==> src/rtl/lock_pkg.sv <==
// Shared types and default timing constants for the lock controller.
package lock_pkg;

  typedef enum logic [2:0] {
    ST_CLEAR    = 3'd0,
    ST_IDLE     = 3'd1,
    ST_ENTRY    = 3'd2,
    ST_UNLOCKED = 3'd3,
    ST_LOCKOUT  = 3'd4
  } state_t;

  localparam logic [15:0] DEF_DEBOUNCE  = 16'd50000;
  localparam logic [23:0] DEF_TIMEOUT   = 24'd5000000;
  localparam logic [23:0] DEF_HOLD      = 24'd10000000;
  localparam logic [23:0] DEF_LOCKOUT   = 24'd15000000;
  localparam logic [1:0]  DEF_MAX_FAILS = 2'd3;

  function automatic logic [1:0] sat_inc(
    input logic [1:0] v,
    input logic [1:0] lim
  );
    return (v >= lim) ? lim : v + 2'd1;
  endfunction

endpackage

==> src/rtl/btn_debounce.sv <==
// Raw button -> 2-flop sync -> debounced level -> one-cycle press event.
module btn_debounce
  import lock_pkg::*;
#(
  parameter logic [15:0] DEBOUNCE_CYCLES = DEF_DEBOUNCE
) (
  input  logic i_clk,
  input  logic i_rst_n,
  input  logic i_btn_raw,
  output logic o_press
);

  logic        r_sync0;
  logic        r_sync1;
  logic        r_level;
  logic        r_level_d;
  logic [15:0] r_cnt;

  always_ff @(posedge i_clk or negedge i_rst_n) begin
    if (!i_rst_n) begin
      r_sync0   <= 1'b0;
      r_sync1   <= 1'b0;
      r_level   <= 1'b0;
      r_level_d <= 1'b0;
      r_cnt     <= '0;
    end else begin
      r_sync0   <= i_btn_raw;
      r_sync1   <= r_sync0;
      r_level_d <= r_level;
      // any sample matching the accepted level restarts the run
      if (r_sync1 == r_level) begin
        r_cnt <= '0;
      end else if (r_cnt >= DEBOUNCE_CYCLES - 16'd1) begin
        r_level <= r_sync1;
        r_cnt   <= '0;
      end else begin
        r_cnt <= r_cnt + 16'd1;
      end
    end
  end

  assign o_press = r_level & ~r_level_d;

endmodule

==> src/rtl/lock_ctrl.sv <==
// Supervisor around an external code-lock FSM: button conditioning,
// entry timeout, failure counting, unlock hold and lockout.
module lock_ctrl
  import lock_pkg::*;
#(
  parameter logic [15:0] DEBOUNCE_CYCLES    = DEF_DEBOUNCE,
  parameter logic [23:0] TIMEOUT_CYCLES     = DEF_TIMEOUT,
  parameter logic [23:0] UNLOCK_HOLD_CYCLES = DEF_HOLD,
  parameter logic [23:0] LOCKOUT_CYCLES     = DEF_LOCKOUT,
  parameter logic [1:0]  MAX_FAILS          = DEF_MAX_FAILS
) (
  input  logic       clk,
  input  logic       RST_BTN_N,
  input  logic       btn0_raw,
  input  logic       btn1_raw,
  input  logic       lock_led,
  input  logic [3:0] lock_bcd,
  output logic       btn0_pulse,
  output logic       btn1_pulse,
  output logic       lock_rst,
  output logic       unlocked,
  output logic       locked_out,
  output logic [1:0] fail_cnt
);

  state_t      r_state;
  state_t      w_next;
  logic [23:0] r_timer;
  logic [1:0]  r_fail_cnt;
  logic [1:0]  w_fail_nxt;
  logic [1:0]  w_fail_inc;
  logic [3:0]  r_bcd_prev;
  logic        r_p0;
  logic        r_p1;
  logic        w_ev0;
  logic        w_ev1;
  logic        w_any_ev;
  logic        w_both;
  logic        w_tmo;
  logic        w_hold_hit;
  logic        w_lo_hit;
  logic        w_fail;
  logic        w_strobe_ok;

  btn_debounce #(
    .DEBOUNCE_CYCLES(DEBOUNCE_CYCLES)
  ) u_db0 (
    .i_clk    (clk),
    .i_rst_n  (RST_BTN_N),
    .i_btn_raw(btn0_raw),
    .o_press  (w_ev0)
  );

  btn_debounce #(
    .DEBOUNCE_CYCLES(DEBOUNCE_CYCLES)
  ) u_db1 (
    .i_clk    (clk),
    .i_rst_n  (RST_BTN_N),
    .i_btn_raw(btn1_raw),
    .o_press  (w_ev1)
  );

  assign w_any_ev    = w_ev0 | w_ev1;
  assign w_both      = w_ev0 & w_ev1;
  assign w_strobe_ok = (r_state == ST_IDLE) | (r_state == ST_ENTRY);
  assign w_tmo       = ~w_any_ev & (r_timer >= TIMEOUT_CYCLES - 24'd1);
  assign w_hold_hit  = r_timer >= UNLOCK_HOLD_CYCLES - 24'd1;
  assign w_lo_hit    = r_timer >= LOCKOUT_CYCLES - 24'd1;
  assign w_fail_inc  = sat_inc(r_fail_cnt, MAX_FAILS);
  assign w_fail      = ((r_bcd_prev != 4'd0) & (lock_bcd == 4'd0))
                     | w_tmo | w_both;

  always_comb begin
    w_next     = r_state;
    w_fail_nxt = r_fail_cnt;
    case (r_state)
      ST_CLEAR: w_next = ST_IDLE;
      ST_IDLE: begin
        if (lock_bcd != 4'd0) w_next = ST_ENTRY;
      end
      ST_ENTRY: begin
        // a same-cycle unlock beats any failure
        if (lock_led) begin
          w_next     = ST_UNLOCKED;
          w_fail_nxt = 2'd0;
        end else if (w_fail) begin
          w_fail_nxt = w_fail_inc;
          w_next     = (w_fail_inc >= MAX_FAILS) ? ST_LOCKOUT : ST_CLEAR;
        end
      end
      ST_UNLOCKED: begin
        if (w_hold_hit) w_next = ST_CLEAR;
      end
      ST_LOCKOUT: begin
        if (w_lo_hit) begin
          w_next     = ST_CLEAR;
          w_fail_nxt = 2'd0;
        end
      end
      default: w_next = ST_CLEAR;
    endcase
  end

  always_ff @(posedge clk or negedge RST_BTN_N) begin
    if (!RST_BTN_N) begin
      r_state    <= ST_CLEAR;
      r_timer    <= '0;
      r_fail_cnt <= '0;
      r_bcd_prev <= '0;
      r_p0       <= 1'b0;
      r_p1       <= 1'b0;
    end else begin
      r_state    <= w_next;
      r_fail_cnt <= w_fail_nxt;
      r_bcd_prev <= lock_bcd;
      r_p0       <= w_ev0 & ~w_ev1 & w_strobe_ok;
      r_p1       <= w_ev1 & ~w_ev0 & w_strobe_ok;
      if (w_next != r_state) begin
        r_timer <= '0;
      end else if ((r_state == ST_ENTRY) && w_any_ev) begin
        r_timer <= '0;
      end else if (r_timer != '1) begin
        r_timer <= r_timer + 24'd1;
      end
    end
  end

  assign btn0_pulse = r_p0;
  assign btn1_pulse = r_p1;
  assign lock_rst   = (r_state == ST_CLEAR) | (r_state == ST_LOCKOUT);
  assign unlocked   = r_state == ST_UNLOCKED;
  assign locked_out = r_state == ST_LOCKOUT;
  assign fail_cnt   = r_fail_cnt;

endmodule
==> config.mk <==
export PLATFORM = sky130hd
export DESIGN_NAME = lock_ctrl
export DESIGN_NICKNAME = d
export VERILOG_FILES = /design/src/rtl/lock_pkg.sv /design/src/rtl/btn_debounce.sv /design/src/rtl/lock_ctrl.sv
export SDC_FILE = /design/constraint.sdc
export NUM_CORES = 1
export LEC_CHECK = 0
export ABC_AREA = 1
export CAP_MARGIN = 20
export CORE_MARGIN = 2
export CORE_UTILIZATION = 30
export DETAILED_ROUTE_END_ITERATION = 7
export SETUP_SLACK_MARGIN = 0.3
export SLEW_MARGIN = 15
export SYNTH_ARGS = -nofsm -noshare
export SYNTH_HDL_FRONTEND = slang
export SYNTH_HIERARCHICAL = 1
export SYNTH_SLANG_ARGS = --single-unit
==> constraint.sdc <==
create_clock -name clk -period 2.5 [get_ports clk]
set_clock_uncertainty 0.05 [all_clocks]
set_input_delay 0.5 -clock clk [delete_from_list [all_inputs] [get_ports clk]]
set_output_delay 0.5 -clock clk [all_outputs]
set_load 0.02 [all_outputs]
==> flow_summary.ini <==
[outcome]
status = finished, final reports clean

[setup_path]
crit_buf_inv = 2
r2r_cells = 15
r2r-start = r_timer[1]$_DFFE_PN0P_
crit_required_ns = 1.95
arrival_ns = 1.58
critical_path.startpoint = r_state[0]$_DFF_PN0_
rr_endpoint = r_timer[8]$_DFFE_PN0P_
cp_slowest_cell = dfrtp_1
cp_max_fo = 6
path_delay_family = flip-flops
end_kind = output port
critPathKind = reg2out
cp_num_cells = 4
crit_path_start_kind = flip-flop
critPathMaxStageDelay_ns = 0.47
r2r_slack_ns = 0.43
path_cells = nor2_1 -> nand2_1 -> inv_1 -> dlygate4sd2_1

[drt]
wl_met3_um = 248
wl_per_cell_um = 11.5
m1WireLength_mm = 5.05
drc_errors = 0
via_count = 3871
avgViaCountPerCell = 4.50
drt.antenna.violating_nets = 0
drt_iter0_markers = 210
top_layer = met4
firstDrtPassIters = 4
met2WireLength_mm = 4.46
routed_wl_mm = 9.91

[timing]
period_needed_ns = 2.13
hold_viol_final = 0
grt_setup_unrepaired = yes
setup_tns_ns = 0
timing.final.crit_share = 0.850
fmax_mhz = 470
setup_slack_ns = 0.374
slew_violations = 0
relSlewSlack = 0.678
setup_violations = 0
tightest_slew_ns = 0.481

[clock_network]
insertion_delay_ns = 0.34
cts_buffers = 9
clock_sinks = 75
cts_tree = done
cts_hold_buffers = 0
path_clk_slew_ns = 0.07
h-tree-depth = 3
cts_max_path_buffers = 2
cts_root_buffer = clkbuf_16

[logic_synthesis]
syn-num-nets = 619
synthArstFlopShare = 1.00
yosys_most_used_dff = dfrtp_1
synth_area_per_cell_um2 = 7.86
syn-cell-area_mm2 = 0.00477
synth_cell_types = 38
yosysWarnings = 6
synth_top_area_cell = dfrtp_1
synth_seq_cells = 75
synth_edf_count = 0
synth_top_area_share = 0.393
synth_area_leaders = dfrtp_1, nand2_1, nor2_1, nor3_2, inv_1
syn_inst = 607
ys_seq_area_frac = 0.393

[power]
intPower_uw = 2550
p_clk_frac = 0.348
p_total_uw = 3900
power_switching_uw = 1340
seqPwrFrac = 0.344
leakage_uw = 0.00243
ir_drop_v = 0.000378
power_density_mw_per_mm2 = 690
switching_share = 0.345
pwr-share-comb = 0.308

[cells_and_area]
synthToLayoutAreaGrowth_pct = 18.3
fin_area_mm2 = 0.00565
seqCellArea_mm2 = 0.00188
multi_input_area_mm2 = 0.00258
final_nets = 652
fill_cells = 1639
drive_gt1_frac = 0.243
antenna_cells = 0
finalNonFillerCells = 861

[placed_design]
port_buffers = 15
place_inst = 838
placed_cell_area_mm2 = 0.00518
place_congestion = 0.837
dp_slack_ns = 0.156
place_hpwl_mm = 7.30

[global_routing]
grt_pass1_wl_mm = 16.9
grt_pass1_vias = 3580
grt_max_degree = 31
track_usage = 0.124
antenna_found_initial = 0
overflow = 0

[flow_run]
cap_violations = 0

[hold_path]
hp-class = in2async

[floorplanning]
fp.dieW_um = 130
die_h_um = 130
rows = 46
die-area_mm2 = 0.0169
initial_core_util = 0.304
ioPinCount = 16
coreArea_mm2 = 0.0157
[sequential cells by signal, summed over array words and instances (netlist names), 2 cells and up]
signal       count
fail_cnt         2
r_bcd_prev       4
r_state          3
r_timer         24
u_db0/r_cnt     16
u_db1/r_cnt     16
[area by class of cell]
class                   instances  share of cell area
repair buffers                 28              0.0556
flip-flops and latches         75               0.332
clock inverters                 6              0.0124
well taps                     216              0.0479
clock buffers                  10              0.0423
multi-input cells             447               0.457
inverters                      79              0.0525
[logic make-up after synthesis]
group / share of synthesized area
AOI/OAI and AO/OA: 0.0503
xor gates and xnor gates: 0.0367
adders and majority gates: 0.00787
buffers and inverters: 0.0836
DFF: 0.393
muxes: 0.00210
and+or+nand+nor: 0.426
[placed cells by master (no fill, tap or decap), types with 11 or more instances in the layout]
cell and instances:
inv_1 61, nand2_2 17, nand2_1 139, nor2_1 64, clkdlybuf4s50_1 11, nor3_2 22, nand3_2 15, nor2_2 32
nand4_1 16, o21ai_0 15, nand3_1 39, a21oi_1 12, dfrtp_1 75, xor2_1 13, inv_2 16
[worst reg2reg max path, cell delays in order, from the launching register on]
cell and delay (ns):
dfrtp_1 0.37, ha_2 0.21, nand2_2 0.07, nor2_4 0.22, nand2_2 0.09, nand2_2 0.08, nand3_2 0.07, nand3_2 0.08
nand2_4 0.07, nand3_2 0.07, nand2_2 0.06, nor2_4 0.11, nand2_2 0.07, nand2_4 0.12, clkbuf_16 0.18, nor3_2 0.04
[per-stage QoR]
| stage | hold WS [ns] | util |
|---|---|---|
| floorplan | 0.154 | - |
| global placement | 0.288 | 0.330 |
| detailed placement | 0.288 | 0.330 |
| CTS | 0.0436 | 0.349 |
| global route | 0.0547 | 0.359 |
| finish | 0.0286 | 0.359 |
[synth_stat cells (2+ instances only)]
cell type,n
nand2_1,145
dfrtp_1,75
nor2_1,66
inv_1,61
nand3_1,43
nor2_2,33
nor3_2,24
inv_2,16
nand4_1,16
o21ai_0,15
xor2_1,13
a21oi_1,12
nand2_2,12
nand3_2,12
nor3_1,10
xnor2_1,7
nor4_1,5
buf_12,4
nor3_4,4
o21ai_1,4
ha_1,3
nand3_4,3
o21ai_2,3
and2_1,2
buf_6,2
clkinv_1,2
nand4_2,2
nor2_4,2
o21bai_1,2
[power groups by stage]
stage | clock network, µW | registers, µW | logic [µW]
after global placement | 0 | 1360 | 1090
after detailed placement | 0 | 1360 | 1090
after global routing | 1440 | 1350 | 1310
final | 1360 | 1340 | 1200
after floorplan | 0 | 1370 | 802
after CTS | 1400 | 1340 | 1080
[per-layer routing]
| metal | up-vias | GRT usage |
|---|---|---|
| met5 | - | 0 |
| met4 | 0 | 0.0354 |
| met3 | 13 | 0.0258 |
| met2 | 37 | 0.186 |
| met1 | 1794 | 0.180 |
| li1 | 2027 | - |
[how the worst max path moves through the flow]
| stage | slack (ns) | to |
|---|---|---|
| final | 0.37 | locked_out |
| after global routing | 0.28 | r_timer[16]$_DFFE_PN0P_ |
| after CTS | 0.30 | lock_rst |
| after detailed placement | 0.16 | r_timer[2]$_DFFE_PN0P_ |
| after floorplan | 0.57 | r_timer[11]$_DFFE_PN0P_ |
| after global placement | 0.12 | r_timer[13]$_DFFE_PN0P_ |
[what timing repair did]
| action | 4_1_cts | 5_1_grt |
|---|---|---|
| endpoints found under the setup margin | 2 | 26 |
| buffers inserted | 0 | 6 |
| gates resized for setup | 2 | 22 |
| gates cloned | 0 | 1 |
| pin swaps | 0 | 9 |
Power figures use the tool's default switching activity.
